--- src/rtl/usb_crc_pkg.sv ---
// Shared types and constants for the USB transmit-path CRC generator/appender.
// Holds the packet kinds, the controller states and the CRC polynomial defaults.
package usb_crc_pkg;

    typedef enum logic [1:0] {
        PKT_DATA   = 2'd0,
        PKT_TOKEN  = 2'd1,
        PKT_HSHAKE = 2'd2,
        PKT_RSVD   = 2'd3
    } pkt_t;

    typedef enum logic [1:0] {
        ST_IDLE,
        ST_RECV,
        ST_APPEND,
        ST_DRAIN
    } state_t;

    // SYNC as seen on the NRZ bit stream: seven zeros first, then a one.
    localparam logic [7:0] SYNC_PATTERN = 8'b0000_0001;

    localparam int CRC5_W  = 5;
    localparam int CRC16_W = 16;

    localparam logic [CRC5_W-1:0]  CRC5_POLY_DEF  = 5'b00101;
    localparam logic [CRC16_W-1:0] CRC16_POLY_DEF = 16'h8005;

    function automatic logic has_crc(input pkt_t t);
        return (t == PKT_DATA) || (t == PKT_TOKEN);
    endfunction

endpackage

--- src/rtl/usb_crc_gen_bit_fifo.sv ---
// Single-bit-wide FIFO with occupancy count; a push into a full FIFO succeeds
// only when a pop happens in the same cycle, otherwise the bit is dropped.
module bit_fifo #(
    parameter int DEPTH = 32
) (
    input  logic                   clk,
    input  logic                   rst_n,
    input  logic                   we,
    input  logic                   re,
    input  logic                   bit_in,
    output logic                   bit_out,
    output logic                   full,
    output logic                   empty,
    output logic [$clog2(DEPTH):0] count
);

    localparam int            AW       = $clog2(DEPTH);
    localparam logic [AW:0]   FULL_CNT = (AW+1)'(DEPTH);
    localparam logic [AW:0]   CNT_ONE  = (AW+1)'(1);
    localparam logic [AW-1:0] PTR_ONE  = AW'(1);

    logic [DEPTH-1:0] mem;
    logic [AW-1:0]    wr_ptr, rd_ptr;
    logic             do_wr, do_rd;

    assign full    = (count == FULL_CNT);
    assign empty   = (count == '0);
    assign do_rd   = re && !empty;
    assign do_wr   = we && (!full || do_rd);
    assign bit_out = mem[rd_ptr];

    // NOTE: storage carries no reset; validity of each bit is defined by the pointers and count.
    always_ff @(posedge clk) begin
        if (do_wr) mem[wr_ptr] <= bit_in;
    end

    always_ff @(posedge clk or negedge rst_n) begin
        if (!rst_n) begin
            wr_ptr <= '0;
            rd_ptr <= '0;
            count  <= '0;
        end else begin
            // NOTE: non-blocking, so each register sees pre-edge values whatever the statement order.
            if (do_wr) wr_ptr <= wr_ptr + PTR_ONE;
            if (do_rd) rd_ptr <= rd_ptr + PTR_ONE;
            case ({do_wr, do_rd})
                2'b10:   count <= count + CNT_ONE;
                2'b01:   count <= count - CNT_ONE;
                default: ;
            endcase
        end
    end

endmodule

--- src/rtl/usb_crc_gen.sv ---
// Serial CRC5/CRC16 generator and appender: buffers the packet in a bit FIFO,
// appends the complemented CRC after the payload and streams out under pause.
module usb_crc_gen
    import usb_crc_pkg::*;
#(
    parameter int                   DEPTH      = 32,
    parameter int                   PRELOAD    = 8,
    parameter int                   SKIP       = 16,
    parameter logic [CRC5_W-1:0]    CRC5_POLY  = CRC5_POLY_DEF,
    parameter logic [CRC16_W-1:0]   CRC16_POLY = CRC16_POLY_DEF
) (
    input  logic       clk,
    input  logic       rst_n,
    input  logic       s_in,
    input  logic       start,
    input  logic       endr,
    input  logic [1:0] pkt_type,
    input  logic       pause,
    output logic       s_out,
    output logic       out_valid,
    output logic       start_b,
    output logic       endr_b,
    output logic       busy,
    output logic       ovf
);

    localparam int            AW          = $clog2(DEPTH);
    localparam int            CW          = $clog2(SKIP + 1);
    localparam logic [AW:0]   PRELOAD_CNT = (AW+1)'(PRELOAD);
    localparam logic [AW:0]   CNT_ONE     = (AW+1)'(1);
    localparam logic [CW-1:0] SKIP_CNT    = CW'(SKIP);

    state_t               state_q, state_d;
    pkt_t                 type_q, start_type;
    logic [CW-1:0]        skip_cnt_q;
    logic [CRC5_W-1:0]    crc5_q;
    logic [CRC16_W-1:0]   crc16_q;
    logic [3:0]           app_idx_q;
    logic [2:0]           app_idx5;
    logic                 app_last, app_bit;
    logic                 out_en, out_en_q, first_q, ovf_q, accept;
    logic                 we, re, bit_in, bit_out, full, empty;
    logic [AW:0]          count;

    bit_fifo #(.DEPTH(DEPTH)) u_fifo (
        .clk     (clk),
        .rst_n   (rst_n),
        .we      (we),
        .re      (re),
        .bit_in  (bit_in),
        .bit_out (bit_out),
        .full    (full),
        .empty   (empty),
        .count   (count)
    );

    assign start_type = pkt_t'(pkt_type);
    assign accept     = start && (state_q == ST_IDLE);

    // Append walks the frozen CRC MSB first; for CRC16 index 15-k is simply ~k.
    assign app_idx5 = app_idx_q[2:0];
    assign app_last = (type_q == PKT_TOKEN) ? (app_idx_q == 4'(CRC5_W - 1))
                                            : (app_idx_q == 4'(CRC16_W - 1));
    assign app_bit  = (type_q == PKT_TOKEN) ? ~crc5_q[3'(CRC5_W - 1) - app_idx5]
                                            : ~crc16_q[~app_idx_q];

    always_comb begin
        // NOTE: defaults first so every path assigns every signal and no latch is inferred.
        state_d = state_q;
        we      = 1'b0;
        bit_in  = 1'b0;
        unique case (state_q)
            ST_IDLE: begin
                if (start) begin
                    we     = 1'b1;
                    bit_in = s_in;
                    if (!endr)                 state_d = ST_RECV;
                    else if (has_crc(start_type)) state_d = ST_APPEND;
                    else                       state_d = ST_DRAIN;
                end
            end
            ST_RECV: begin
                we     = 1'b1;
                bit_in = s_in;
                if (endr) state_d = has_crc(type_q) ? ST_APPEND : ST_DRAIN;
            end
            ST_APPEND: begin
                we     = 1'b1;
                bit_in = app_bit;
                if (app_last) state_d = ST_DRAIN;
            end
            ST_DRAIN: begin
                if (re && (count == CNT_ONE)) state_d = ST_IDLE;
            end
            default: state_d = ST_IDLE;
        endcase
    end

    assign out_en    = out_en_q || (count >= PRELOAD_CNT) ||
                       (state_q == ST_APPEND) || (state_q == ST_DRAIN);
    assign out_valid = out_en && !empty;
    assign re        = out_valid && !pause;
    assign s_out     = out_valid && bit_out;
    assign start_b   = out_valid && first_q;
    // Nothing is pushed in DRAIN, so a single remaining bit is the packet's last one.
    assign endr_b    = out_valid && (state_q == ST_DRAIN) && (count == CNT_ONE);
    assign busy      = (state_q != ST_IDLE);
    assign ovf       = ovf_q;

    always_ff @(posedge clk or negedge rst_n) begin
        if (!rst_n) begin
            state_q    <= ST_IDLE;
            type_q     <= PKT_DATA;
            skip_cnt_q <= '0;
            crc5_q     <= '1;
            crc16_q    <= '1;
            app_idx_q  <= '0;
            out_en_q   <= 1'b0;
            first_q    <= 1'b0;
            ovf_q      <= 1'b0;
        end else begin
            state_q  <= state_d;
            out_en_q <= (state_d != ST_IDLE) && out_en;
            if (re) first_q <= 1'b0;
            if (accept) begin
                type_q     <= start_type;
                skip_cnt_q <= CW'(1);
                crc5_q     <= '1;
                crc16_q    <= '1;
                app_idx_q  <= '0;
                first_q    <= 1'b1;
                ovf_q      <= (start_type == PKT_RSVD);
            end else begin
                if (start || (we && full && !re)) ovf_q <= 1'b1;
                if (state_q == ST_RECV) begin
                    if (skip_cnt_q == SKIP_CNT) begin
                        crc5_q  <= {crc5_q[CRC5_W-2:0], 1'b0} ^
                                   ((crc5_q[CRC5_W-1] ^ s_in) ? CRC5_POLY : '0);
                        crc16_q <= {crc16_q[CRC16_W-2:0], 1'b0} ^
                                   ((crc16_q[CRC16_W-1] ^ s_in) ? CRC16_POLY : '0);
                    end else begin
                        skip_cnt_q <= skip_cnt_q + CW'(1);
                    end
                end
                if (state_q == ST_APPEND) app_idx_q <= app_idx_q + 4'd1;
            end
        end
    end

endmodule

--- config.mk ---
export PLATFORM = sky130hd
export DESIGN_NAME = usb_crc_gen
export DESIGN_NICKNAME = d
export VERILOG_FILES = /design/src/rtl/usb_crc_pkg.sv /design/src/rtl/usb_crc_gen_bit_fifo.sv /design/src/rtl/usb_crc_gen.sv
export SDC_FILE = /design/constraint.sdc
export NUM_CORES = 1
export LEC_CHECK = 0
export CAP_MARGIN = 20
export CORE_ASPECT_RATIO = 1.25
export CORE_MARGIN = 5
export CORE_UTILIZATION = 50
export CTS_CLUSTER_DIAMETER = 200
export DETAILED_ROUTE_END_ITERATION = 16
export HOLD_SLACK_MARGIN = 0.08
export PLACE_DENSITY = 0.66
export SYNTH_ARGS = -nofsm -noshare
export SYNTH_HDL_FRONTEND = slang
export SYNTH_SLANG_ARGS = --single-unit
export TNS_END_PERCENT = 100
--- constraint.sdc ---
create_clock -name clk -period 4.6 [get_ports clk]
set_clock_uncertainty 0.05 [all_clocks]
set_input_delay 0.92 -clock clk [delete_from_list [all_inputs] [get_ports clk]]
set_output_delay 0.92 -clock clk [all_outputs]
set_load 0.01 [all_outputs]
==> metrics.yaml <==
hpwlAfterDp_um: 5420
final_nets: 426
num_vias: 2808
timing.rr.end: "u_fifo.count[5]$_DFFE_PN0P_"
ctsLongestPathBuffers: 2
synth_edf_count: 32
drcViolationCount: 0
syn_inst: 396
yosys_warnings: 0
num_io_pins: 14
worstPathRequired_ns: 3.63
path_max_fanout: 11
cpMostUsedCell: "mux4_2"
cp-start-kind: "flip-flop"
reg2regPathDepth: 10
hold_start: "type_q[0]$_DFFE_PN0P_"
yosys_most_used_dff: "edfxtp_1"
finalWirelength_um: 7820
status: "finished, final reports clean"
synth_fp_nets: 422
grt.busiest_layer: "met2"
maxSlewHeadroom_pct: 45.1
r2r_slack_ns: 1.72
h-tree-depth: 3
synth_top_area_share_pct: 21.9
path_buf_inv: 1
met3_usage_pct: 3.62
firstDrtPassIters: 5
wire_per_inst_um: 14.9
antenna_left: 0
synth_top_cell_by_area: "edfxtp_1"
worst_slew_pin_slew_ns: 0.823
ys_ff_latch: 85
place_congestion: 0.832
avgSynthCellArea_um2: 11.1
core_um2: 8610
clock-sinks: 85
crit_type: "flip-flop to output pin"
max_stage_delay_ns: 0.71
hold_end: "type_q[0]$_DFFE_PN0P_"
setup_viol: 0
post-route-period-util_pct: 82.8
clk_pin_slew_ns: 0.08
timing.fmax_ghz: 0.263
grt_pass1_vias: 2779
clkLatencyLatePin_ns: 0.35
antenna_found_initial: 0
yosysSeqAreaShare_pct: 52.8
slew_viol_final: 0
die_area_um2: 10800
grt_usage_pct: 16.3
detail_route.iter0.violations: 92
layout_commonest_cell: "nand2_1"
fin_crit_ns: 3.81
synth-async-reset-ratio_pct: 62.4
grt_overflow_total: 0
worstSetupEndpointType: "output pin"
diodes: 0
die_x_um: 93.8
drive_above_1_share_pct: 15.1
postCtsSetupBuffers: 0
min_path_cells: 2
std_cell_rows: 38
grt_use_met2_pct: 27.2
grt.met1_usage_pct: 20.8
cts_buffers: 9
root_buffer: "clkbuf_8"
cts_hold_buf: 0
setup_tns_ns: 0
pwr_density_cell_nw_per_um2: 602
cp_cell_sequence: "mux4_2, mux4_2, mux2i_1, nor2_1, clkdlybuf4s50_1"
crit_arrival_ns: 2.84
final_cell_mix: "nand2_1 (62), nor2_1 (51), dfrtp_1 (32), edfxtp_1 (32), nand3_1 (25)"
hold_violations: 0
grt_pass1_wl_um: 13700
netlist_area_um2: 4380
cp_top_family: "multiplexers"
cts_resized: 0
synthDistinctLibCells: 52
cpMaxStageDelayCell: "dfrtp_1"
cap_violations: 0
ir_drop_v: 0.000459
vias_per_cell: 5.35
area_growth_pct: 8.16
netlist_top_cells_area: "edfxtp_1 (22%), dfrtp_1 (18%), dfstp_2 (13%), mux4_2 (7.2%), nand2_1 (5.3%)"
grt_max_degree: 38
r2r_start: "state_q[0]$_DFF_PN0_"
finalPower_w: 0.00286
hold_class: "flip-flop to flip-flop"
rsz0062_at_grt: "false"
portBuffers: 13
leakagePower_nw: 1.86
die_h_um: 115
fillers: 752
start_util_pct: 50.9
cts_tree: "done"
-- layer usage --
metal,vias to the layer above,part of all wire [%]
li1,1387,-
met1,1383,46
met2,27,50
met3,11,2.2
met4,0,1.6
met5,-,0
-- per-stage QoR --
step	std cells	hold WS, ns	worst slack (ns)	instance area, um^2	utilization, %
5_1_grt	525	0.464	0.581	4740	55.1
3_3_place_gp	509	0.418	1.16	4560	53.0
2_1_floorplan	396	0.397	1.09	4380	-
4_1_cts	525	0.438	0.727	4740	55.1
3_5_place_dp	509	0.420	1.13	4560	53.0
6_report	525	0.439	0.792	4740	55.1
-- registers in the layout (all words and copies together) (netlist names) --
register,flops
crc5_q,5
app_idx_q,4
ovf,1
crc16_q,16
skip_cnt_q,5
state_q,2
u_fifo.wr_ptr,5
out_en_q,1
u_fifo.rd_ptr,5
type_q,2
u_fifo.count,6
first_q,1
u_fifo.mem,32
-- cell type report --
| type | count | area (um^2) | area share [%] |
|---|---|---|---|
| Clock buffer | 11 | 131 | 2.77 |
| Clock inverter | 5 | 52.6 | 1.11 |
| Inverter | 14 | 52.6 | 1.11 |
| Multi-Input combinational cell | 275 | 1900 | 40.1 |
| Sequential cell | 85 | 2310 | 48.8 |
| Tap cell | 120 | 150 | 3.17 |
| Timing Repair Buffer | 15 | 140 | 2.96 |
-- synthesized netlist by cell type (all sizes together), types with 5 or more instances --
cell type,number
clkbuf,14
inv,14
dfrtp,32
ha,18
xor2,12
buf,8
dfstp,21
nand2,63
xnor2,14
a21oi,6
edfxtp,32
o21ai,9
or3,5
nand3,25
mux2i,6
mux4,14
nor2,52
nand4,7
-- report_power, final --
part           total, W  leakage, nW  switching [W]  internal, W
Clock          0.000505       0.0931       0.000256     0.000249
Combinational   0.00111        0.861       0.000587     0.000522
Sequential      0.00124        0.905       0.000238      0.00101
-- how the worst max path moves through the flow --
stage	start	to	cells past startpoint
6_report	u_fifo.rd_ptr[0]$_DFFE_PN0P_	s_out	5
5_1_grt	u_fifo.rd_ptr[0]$_DFFE_PN0P_	s_out	5
4_1_cts	u_fifo.rd_ptr[0]$_DFFE_PN0P_	s_out	5
3_5_place_dp	u_fifo.rd_ptr[0]$_DFFE_PN0P_	s_out	5
3_3_place_gp	u_fifo.rd_ptr[0]$_DFFE_PN0P_	s_out	5
2_1_floorplan	app_idx_q[0]$_DFFE_PN0P_	u_fifo.mem[0]$_DFFE_PP_	7
-- cells by family (layout without fill, tap and decap cells) --
group,Yosys count,after routing,synth area share [%]
AND/OR/NAND/NOR,179,179,19.3
flip-flops,85,85,52.8
buffers and inverters,36,45,3.85
AO/OA/AOI/OAI,31,31,4.91
XOR/XNOR,26,26,5.19
multiplexers,21,21,8.82
adder cells (fa/ha/maj),18,18,5.14
-- worst register-to-register path, cell delays in order (launching register included) --
cell and delay [ns]:
dfrtp_1 0.45, inv_1 0.11, ha_1 0.35, or3_1 0.22
o22ai_2 0.14, nor2_2 0.36, ha_1 0.35, nor4b_1 0.36
nand2_1 0.09, a21oi_1 0.17, xor2_1 0.15
(Power assumes the default switching activity.)
